<file path="src/rtl/finite_state_machine_pkg.sv">
// rtl/finite_state_machine_pkg.sv - shared opcodes, state type and widths for the SPI sequencer FSM
package finite_state_machine_pkg;

  localparam int INSTR_W = 10;
  localparam int DATA_W  = 8;

  localparam logic [1:0] OP_NOP  = 2'b00;
  localparam logic [1:0] OP_CMD  = 2'b01;
  localparam logic [1:0] OP_DATA = 2'b10;
  localparam logic [1:0] OP_HALT = 2'b11;

  typedef enum logic [1:0] {
    ST_IDLE  = 2'b00,
    ST_SHIFT = 2'b01,
    ST_HALT  = 2'b10
  } state_t;

endpackage

</file>
<file path="src/rtl/finite_state_machine.sv">
// rtl/finite_state_machine.sv - instruction-driven SPI byte sequencer with chip select and PC advance
module finite_state_machine
  import finite_state_machine_pkg::*;
(
  input  logic              clk,
  input  logic              reset,
  input  logic              sclkPosEdge,
  input  logic [INSTR_W-1:0] instr,
  output logic              cs,
  output logic              dc,
  output logic              pcEn,
  output logic [DATA_W-1:0] parallelData
);

  state_t     state;
  logic [2:0] bit_cnt;

  // Sequencer: steps only on serial-clock rising edges; pcEn is a one-clk pulse cleared every edge
  always_ff @(posedge clk or posedge reset) begin
    if (reset) begin
      state        <= ST_IDLE;
      bit_cnt      <= 3'd0;
      cs           <= 1'b1;
      dc           <= 1'b0;
      pcEn         <= 1'b0;
      parallelData <= '0;
    end else begin
      pcEn <= 1'b0;
      case (state)
        ST_IDLE: begin
          if (sclkPosEdge) begin
            case (instr[9:8])
              OP_NOP: begin
                pcEn <= 1'b1;
                cs   <= 1'b1;
              end
              OP_CMD, OP_DATA: begin
                parallelData <= instr[7:0];
                dc           <= instr[9];
                cs           <= 1'b0;
                bit_cnt      <= 3'd0;
                state        <= ST_SHIFT;
              end
              default: begin
                cs    <= 1'b1;
                state <= ST_HALT;
              end
            endcase
          end
        end
        ST_SHIFT: begin
          if (sclkPosEdge) begin
            // counter wraps 7 -> 0 on the same step that ends the byte
            bit_cnt <= bit_cnt + 3'd1;
            if (bit_cnt == 3'd7) begin
              pcEn  <= 1'b1;
              cs    <= 1'b1;
              state <= ST_IDLE;
            end
          end
        end
        ST_HALT: begin
          cs <= 1'b1;
        end
        default: begin
          // unreachable encodings recover immediately, independent of the step strobe
          state   <= ST_IDLE;
          bit_cnt <= 3'd0;
          cs      <= 1'b1;
        end
      endcase
    end
  end

endmodule

</file>
<file path="config.mk">
export PLATFORM = sky130hd
export DESIGN_NAME = finite_state_machine
export DESIGN_NICKNAME = d
export VERILOG_FILES = /design/src/rtl/finite_state_machine_pkg.sv /design/src/rtl/finite_state_machine.sv
export SDC_FILE = /design/constraint.sdc
export NUM_CORES = 1
export LEC_CHECK = 0
export CORE_MARGIN = 2
export CORE_UTILIZATION = 46
export CTS_CLUSTER_DIAMETER = 80
export DETAILED_ROUTE_END_ITERATION = 8
export HOLD_SLACK_MARGIN = 0.03
export PLACE_DENSITY = 0.82
export SLEW_MARGIN = 20
export SYNTH_ARGS = -nofsm -noshare
export SYNTH_HDL_FRONTEND = slang
export SYNTH_SLANG_ARGS = --single-unit
</file>
<file path="constraint.sdc">
create_clock -name clk -period 3.95 [get_ports clk]
set_input_delay 0.79 -clock clk [delete_from_list [all_inputs] [get_ports clk]]
set_output_delay 0.79 -clock clk [all_outputs]
set_load 0.1 [all_outputs]
</file>
### After elaboration in Yosys (flattened, before gate mapping)

Cells that the tools add are included.

| storage, ports and cells | value |
|---|---|
| bits in registers | 16 |
| bits of input ports | 13 |

| cells by class | value |
|---|---|
| add/subtract/negate cells | 1 |
| eq/ne operators | 10 |
| muxes and demuxes | 19 |
| bitwise logic cells | 1 |
| reductions and logical operators | 7 |

Operators with widths:

| operator | number |
|---|---|
| $mux W3 | 3 |
| $pmux W3 S3 | 1 |
| $mux W1 | 8 |
| $ne A2 B2 Y1 const B | 4 |
| $mux W2 | 3 |
| $pmux W2 S3 | 1 |
| $reduce_and A3 Y1 | 2 |
| $reduce_and A5 Y1 | 1 |
| $eq A2 B1 Y1 const B | 2 |
| $eq A2 B2 Y1 const B | 2 |
| $logic_not A2 Y1 | 2 |
| $pmux W1 S2 | 2 |
| $pmux W2 S2 | 1 |
| $reduce_and A4 Y1 | 1 |
| $add A3 B1 Y3 const B | 1 |
| $eq A3 B3 Y1 const B | 1 |
| $ne A2 B1 Y1 const B | 1 |
| $reduce_or A2 Y1 | 1 |
| $not A1 Y1 | 1 |

### Depth between registers and ports, before layout

Gate-level depths: netlist of the first run.

| logic depth | value |
|---|---|
| word-level depth | 5 |
| mapped depth | 5 |
| mapped depth without buffers | 5 |

### Worst setup path after synthesis of the first run

OpenSTA, ideal clock, no wires.

| timing path | value |
|---|---|
| path type | input -> register |
| from | in instr[8] |
| to | reg parallelData[0] |
| arrival time | 1.870 ns |
| slack | 1.954 ns |
| stages | 5 |
| buffers on the path | 0 |
| cells stage by stage | inv_1 -> ha_1 -> nand2_1 -> nor3_4 -> mux2_2 |

| on the way | value |
|---|---|
| cells in the longest elaborated chain, start to end | 3 |
| elaborated cells on any way between the ends | 4 |
| classes of those cells | eq/ne (2); reduce/logical (2) |

Ends and longest elaborated chain:

| element | line | text |
|---|---|---|
| start, declared | finite_state_machine.sv:8 | `input logic [INSTR_W-1:0] instr,` |
| $eq A2 B1 Y1 / $eq A2 B2 Y1 (equally long branches) | finite_state_machine.sv:32 | `case (instr[9:8])` |
| $reduce_or A2 Y1 * | finite_state_machine.sv:32 |  |
| $reduce_and A3 Y1 (no source line) * | n/a |  |
| end signal, assigned | finite_state_machine.sv:38 | `parallelData <= instr[7:0];` |
| end, declared | finite_state_machine.sv:12 | `output logic [DATA_W-1:0] parallelData` |

Mark *: on every way between the ends. The rest lies on a longest branch, timed or not.
A chain may end at the register's enable or synchronous reset.

### Worst setup path in the final report of the first run

| timing path | value |
|---|---|
| from | reg cs |
| to | out cs |

RTL lines:

| element | line | text |
|---|---|---|
| start, declared | finite_state_machine.sv:9 | `output logic cs,` |
| start signal, assigned | finite_state_machine.sv:23 | `cs <= 1'b1;` |
| start signal, assigned | finite_state_machine.sv:35 | `cs <= 1'b1;` |
| start signal, assigned | finite_state_machine.sv:40 | `cs <= 1'b0;` |

No word-level cell between the ends.

==> flow_metrics.env, run 1 <==
export IMPL_htreeDepth=1
export IMPL_wl_um=1170
export IMPL_grt_pass1_vias=493
export IMPL_drt_iter0_markers=7
export IMPL_grt_use_met1=0.181
export IMPL_ys_seq_area_frac=0.579
export IMPL_placed_area_um2=935
export IMPL_slew_headroom=0.349
export IMPL_hold_violations=0
export IMPL_clock_path_buffers=2
export IMPL_syn_cell_area_um2=693
export IMPL_place_inst=89
export IMPL_period_minus_slack_ns=2.73
export IMPL_grt_setup_unrepaired="no"
export IMPL_fmax_mhz=367
export IMPL_firstDrtPassIters=4
export IMPL_path_cells="clkdlybuf4s50_1"
export IMPL_grt_max_degree=17
export IMPL_detail_route_antenna_nets=0
export IMPL_drc=0
export IMPL_hold_path_startpoint="parallelData[3]"
export IMPL_synth_cells=52
export IMPL_holdCritPathClass="reg2reg"
export IMPL_core_area_mm2=0.00145
export IMPL_dp_hpwl_um=904
export IMPL_crit_fanout=2
export IMPL_cts_buffers=3
export IMPL_cts_resized=0
export IMPL_synth_edf_count=0
export IMPL_io_buffer_count=23
export IMPL_synth_warnings=0
export IMPL_std_cell_rows=14
export IMPL_r2r_end="parallelData[2]"
export IMPL_track_usage=0.136
export IMPL_cts_tree="yes"
export IMPL_crit_reg2reg_launch="state[0]"
export IMPL_worst_slew_pin_slew_ns=0.973
export IMPL_status="finished, final reports clean"
export IMPL_grtUsageMet2=0.221
export IMPL_drive_gt1_frac=0.156
export IMPL_cp_data_required_time_ns=3.16
export IMPL_nFillCells=122
export IMPL_seqCellArea_um2=402
export IMPL_whs_endpoint="parallelData[3]"
export IMPL_critical_path_slowest_cell="clkdlybuf4s50_1"
export IMPL_cts_clk_slew_worst_paths_ns=0.09
export IMPL_arrival_ns=1.94
export IMPL_gp_congestion=0.664
export IMPL_worst_setup_path_type="reg2out"
export IMPL_num_vias=479
export IMPL_cts_hold_buf=0
export IMPL_antenna_found_initial=0
export IMPL_holdPathStages=1
export IMPL_antenna_cells=0
export IMPL_critical_path_buf_inv_count=1
export IMPL_tns_ns=0
export IMPL_fin_skew_ns=0.00427
export IMPL_setup_viol=0
export IMPL_wire_per_inst_um=12.6
export IMPL_busiest_layer="met2"
export IMPL_cts_root_buf="clkbuf_4"
export IMPL_crit_family="buffers and inverters"
export IMPL_startpoint_type="register"
export IMPL_grt_util_met3=0.0170
export IMPL_ff2ff_path_depth=2
export IMPL_pin_count=24
export IMPL_stdcell_count=93
export IMPL_die_h_um=42.8
export IMPL_synth_cell_types=20
export IMPL_setup_worst_path_end_class="output pin"
export IMPL_syn_nets=68
export IMPL_async_flop_share=1.00
export IMPL_final_nets=94
export IMPL_synth_flop_cell="dfrtp_1"
export IMPL_multi_input_area_um2=268
export IMPL_clkSinkCount=16
export IMPL_ys_ff_latch=16
export IMPL_die_area_mm2=0.00183
export IMPL_drv_cap=0
export IMPL_postLayoutCellArea_um2=971
export IMPL_syn_area_per_cell_um2=13.3
export IMPL_grt_ovfl_total=0
export IMPL_vias_per_cell=5.15
export IMPL_post_cts_buffers=0
export IMPL_syn2layout_area_growth_pct=40.1
export IMPL_ff2ff_setup_slack_ns=2.49
export IMPL_insertion_delay_ns=0.27
export IMPL_slew_viol_final=0
export IMPL_period_share=0.691
export IMPL_slowest_delay_ns=1.12
export IMPL_hold_slack_ns=0.499
export IMPL_grt_pass1_wl_um=1920
export IMPL_initial_core_util=0.477
export IMPL_die_x_um=42.8
cell usage in the layout (no fill, tap or decap):
cell,count
clkdlybuf4s50_1,23
dfrtp_1,15
mux2_2,6
mux2_1,4
inv_1,4
nor2_1,3
ha_1,3
clkbuf_4,3
a21oi_1,2
nor3b_1,2
a22o_1,2
nand2_1,1
nor3_4,1
o21ai_0,1
nor2b_1,1
o22ai_1,1
o21a_1,1
a311oi_1,1
mux2i_1,1
clkbuf_8,1
dfstp_2,1
state kept, by name, summed over array words and instances (netlist names):
signal        flops
parallelData      8
bit_cnt           3
state             2
cs                1
dc                1
pcEn              1
synthesized netlist by cell type (2+ instances only):
cell | instances | area (um^2)
mux2_1 | 4 | 45.0
mux2_2 | 6 | 67.6
inv_1 | 4 | 15.0
dfrtp_1 | 15 | 375
nor3b_1 | 2 | 15.0
a21oi_1 | 2 | 10.0
ha_1 | 3 | 37.5
a22o_1 | 2 | 17.5
nor2_1 | 3 | 11.3
worst max-delay path by stage:
stage | startpoint | slack [ns] | to | cells after the start
2_1_floorplan | instr[8] | 1.95 | parallelData[0] | 5
3_3_place_gp | instr[9] | 1.35 | parallelData[1] | 6
3_5_place_dp | instr[9] | 1.31 | parallelData[2] | 6
4_1_cts | cs | 1.21 | cs | 1
5_1_grt | cs | 1.16 | cs | 1
6_report | cs | 1.22 | cs | 1
stage by stage:
step,setup slack (ns),utilization
final,1.22,0.668
after global routing,1.16,0.668
after CTS,1.21,0.668
after detailed placement,1.31,0.643
after global placement,1.35,0.643
after floorplan,1.95,-
layer usage:
metal	vias to the layer above	share of wire
met5	-	0
met4	0	0.011
met3	2	0.048
met2	15	0.50
met1	228	0.44
li1	234	-
kinds of logic (layout without fill, tap and decap cells):
| logic type | Yosys count | count (layout) | share of synthesized area |
|---|---|---|---|
| flip-flops | 16 | 16 | 0.579 |
| AO/OA/AOI/OAI | 8 | 8 | 0.0794 |
| adder cells (fa/ha/maj) | 3 | 3 | 0.0542 |
| buffers and inverters | 6 | 31 | 0.0343 |
| multiplexers | 11 | 11 | 0.177 |
| AND/OR/NAND/NOR | 8 | 8 | 0.0758 |
final cells by class:
class | instances | area share
tap | 16 | 0.0206
clock buffer | 4 | 0.0374
inverter | 4 | 0.0155
multi-input combinational | 30 | 0.276
sequential | 16 | 0.414
timing repair buffer | 23 | 0.237
Power of run 1 is left out: the tool's default activity adds up to more than one toggle a clock period on the data nets, which glitch-free logic cannot reach.
==> run 2, diff against run 1 <==
- CORE_UTILIZATION: 46 -> 42
- PLACE_DENSITY: 0.82 -> 0.76
- clock period: 3.95 -> 2.7 ns (I/O delays scaled with it)
==> run 2 against run 1 <==
Global-route usage increased by 0.12 points. Flip-flop and latch count unchanged. Highest routed layer unchanged. Clock skew decreased by 0.0019 ns. Largest cell class unchanged. Final area decreased by 2.8%. Die area increased by 8.6%. Critical path depth increased by 5.
==> flow_metrics.env, run 2 (synthesized netlist as in run 1, its figures left out) <==
export IMPL_drt_iter0_markers=5
export IMPL_drive_gt1_frac=0.299
export IMPL_grt_setup_unrepaired="no"
export IMPL_firstDrtPassIters=2
export IMPL_cts_root_buf="clkbuf_4"
export IMPL_cts_tree="yes"
export IMPL_die_x_um=44.6
export IMPL_slew_viol_final=0
export IMPL_fin_skew_ns=0.00242
export IMPL_status="finished, final reports clean"
export IMPL_pin_count=24
export IMPL_setup_worst_path_end_class="register"
export IMPL_holdPathStages=1
export IMPL_critical_path_slowest_cell="clkdlybuf4s50_1"
export IMPL_die_area_mm2=0.00199
export IMPL_final_common_cell="dfrtp_1"
export IMPL_io_buffer_count=23
export IMPL_setup_viol=0
export IMPL_clock_path_buffers=2
export IMPL_path_depth=6
export IMPL_hold_violations=0
export IMPL_regMostFlops="parallelData"
export IMPL_cp_data_required_time_ns=2.88
export IMPL_period_minus_slack_ns=2.04
export IMPL_grt_pass1_vias=432
export IMPL_placed_area_um2=907
export IMPL_detail_route_antenna_nets=0
export IMPL_period_share=0.756
export IMPL_cts_hold_buf=0
export IMPL_num_vias=474
export IMPL_syn2layout_area_growth_pct=36.1
export IMPL_core_area_mm2=0.00152
export IMPL_crit_fanout=10
export IMPL_postLayoutCellArea_um2=943
export IMPL_stdcell_count=93
export IMPL_worst_slew_pin_slew_ns=0.578
export IMPL_wire_per_inst_um=12.1
export IMPL_crit_family="buffers and inverters"
export IMPL_top_regs="parallelData: 8 flops, bit_cnt: 3 flops, state: 2 flops"
export IMPL_cts_buffers=3
export IMPL_grt_pass1_wl_um=1880
export IMPL_slowest_delay_ns=0.47
export IMPL_die_h_um=44.6
export IMPL_drc=0
export IMPL_insertion_delay_ns=0.28
export IMPL_gp_congestion=0.702
export IMPL_post_cts_buffers=0
export IMPL_track_usage=0.137
export IMPL_critical_path_buf_inv_count=2
export IMPL_wl_um=1130
export IMPL_holdCritPathClass="reg2reg"
export IMPL_grt_ovfl_total=0
export IMPL_vias_per_cell=5.10
export IMPL_drv_cap=0
export IMPL_initial_core_util=0.455
export IMPL_arrival_ns=2.22
export IMPL_htreeDepth=1
export IMPL_worst_setup_path_type="in2reg"
export IMPL_cts_clk_slew_worst_paths_ns=0.09
export IMPL_slew_headroom=0.614
export IMPL_fmax_mhz=490
export IMPL_final_nets=94
export IMPL_antenna_found_initial=0
export IMPL_grt_max_degree=17
export IMPL_tns_ns=0
export IMPL_ff2ff_path_depth=2
export IMPL_place_inst=89
export IMPL_antenna_cells=0
export IMPL_cts_resized=0
export IMPL_startpoint_type="primary input"
export IMPL_largest_reg_flops=8
export IMPL_path_cells="clkdlybuf4s50_1 > inv_1 > ha_1 > nand2_1 > nor3_4 > mux2_2"
export IMPL_clkSinkCount=16
export IMPL_dp_hpwl_um=877
export IMPL_post_route_util=0.619
export IMPL_most_common_layout_cells="dfrtp_1, clkdlybuf4s50_1, buf_4"
export IMPL_std_cell_rows=14
## run 2: changes by cell type in the layout (fill, tap and decap cells not counted)
cell,before,now
buf_4,0,11
clkdlybuf4s50_1,23,12
## run 2: final timing paths
kind                                    to  slack [ns]      from
max                        parallelData[0]        0.66  instr[9]
min                                     dc        0.49        dc
max reg2reg                parallelData[0]        1.26  state[1]
min reg2reg                             dc        0.49        dc
max in group asynchronous       bit_cnt[2]        1.72     reset
min in group asynchronous  parallelData[7]        0.60     reset
## run 2: area by class of cell
class,count,area (um^2)
Fill cell,126,581
Inverter,4,15.0
Timing Repair Buffer,23,203
Multi-Input combinational cell,30,268
Sequential cell,16,402
Tap cell,16,20.0
Clock buffer,4,36.3
## run 2: through the flow
| step | hold WS, ns | setup WS [ns] |
|---|---|---|
| final | 0.494 | 0.658 |
| after global routing | 0.509 | 0.541 |
| after CTS | 0.497 | 0.632 |
| after detailed placement | 0.476 | 0.315 |
| after global placement | 0.470 | 0.342 |
| after floorplan | 0.453 | 0.954 |
## run 2: metal layers
metal  routed length (um)  GRT usage
met1                  512      0.179
met2                  538      0.197
met3                   48     0.0245
met4                   27      0.109
met5                    0          0
## run 2: worst reg2reg max path, cell delays in order (launching register included)
cell and delay [ns]:
dfrtp_1 0.49, nor3_4 0.45, mux2_2 0.39
Power of run 2 is left out for the same reason.
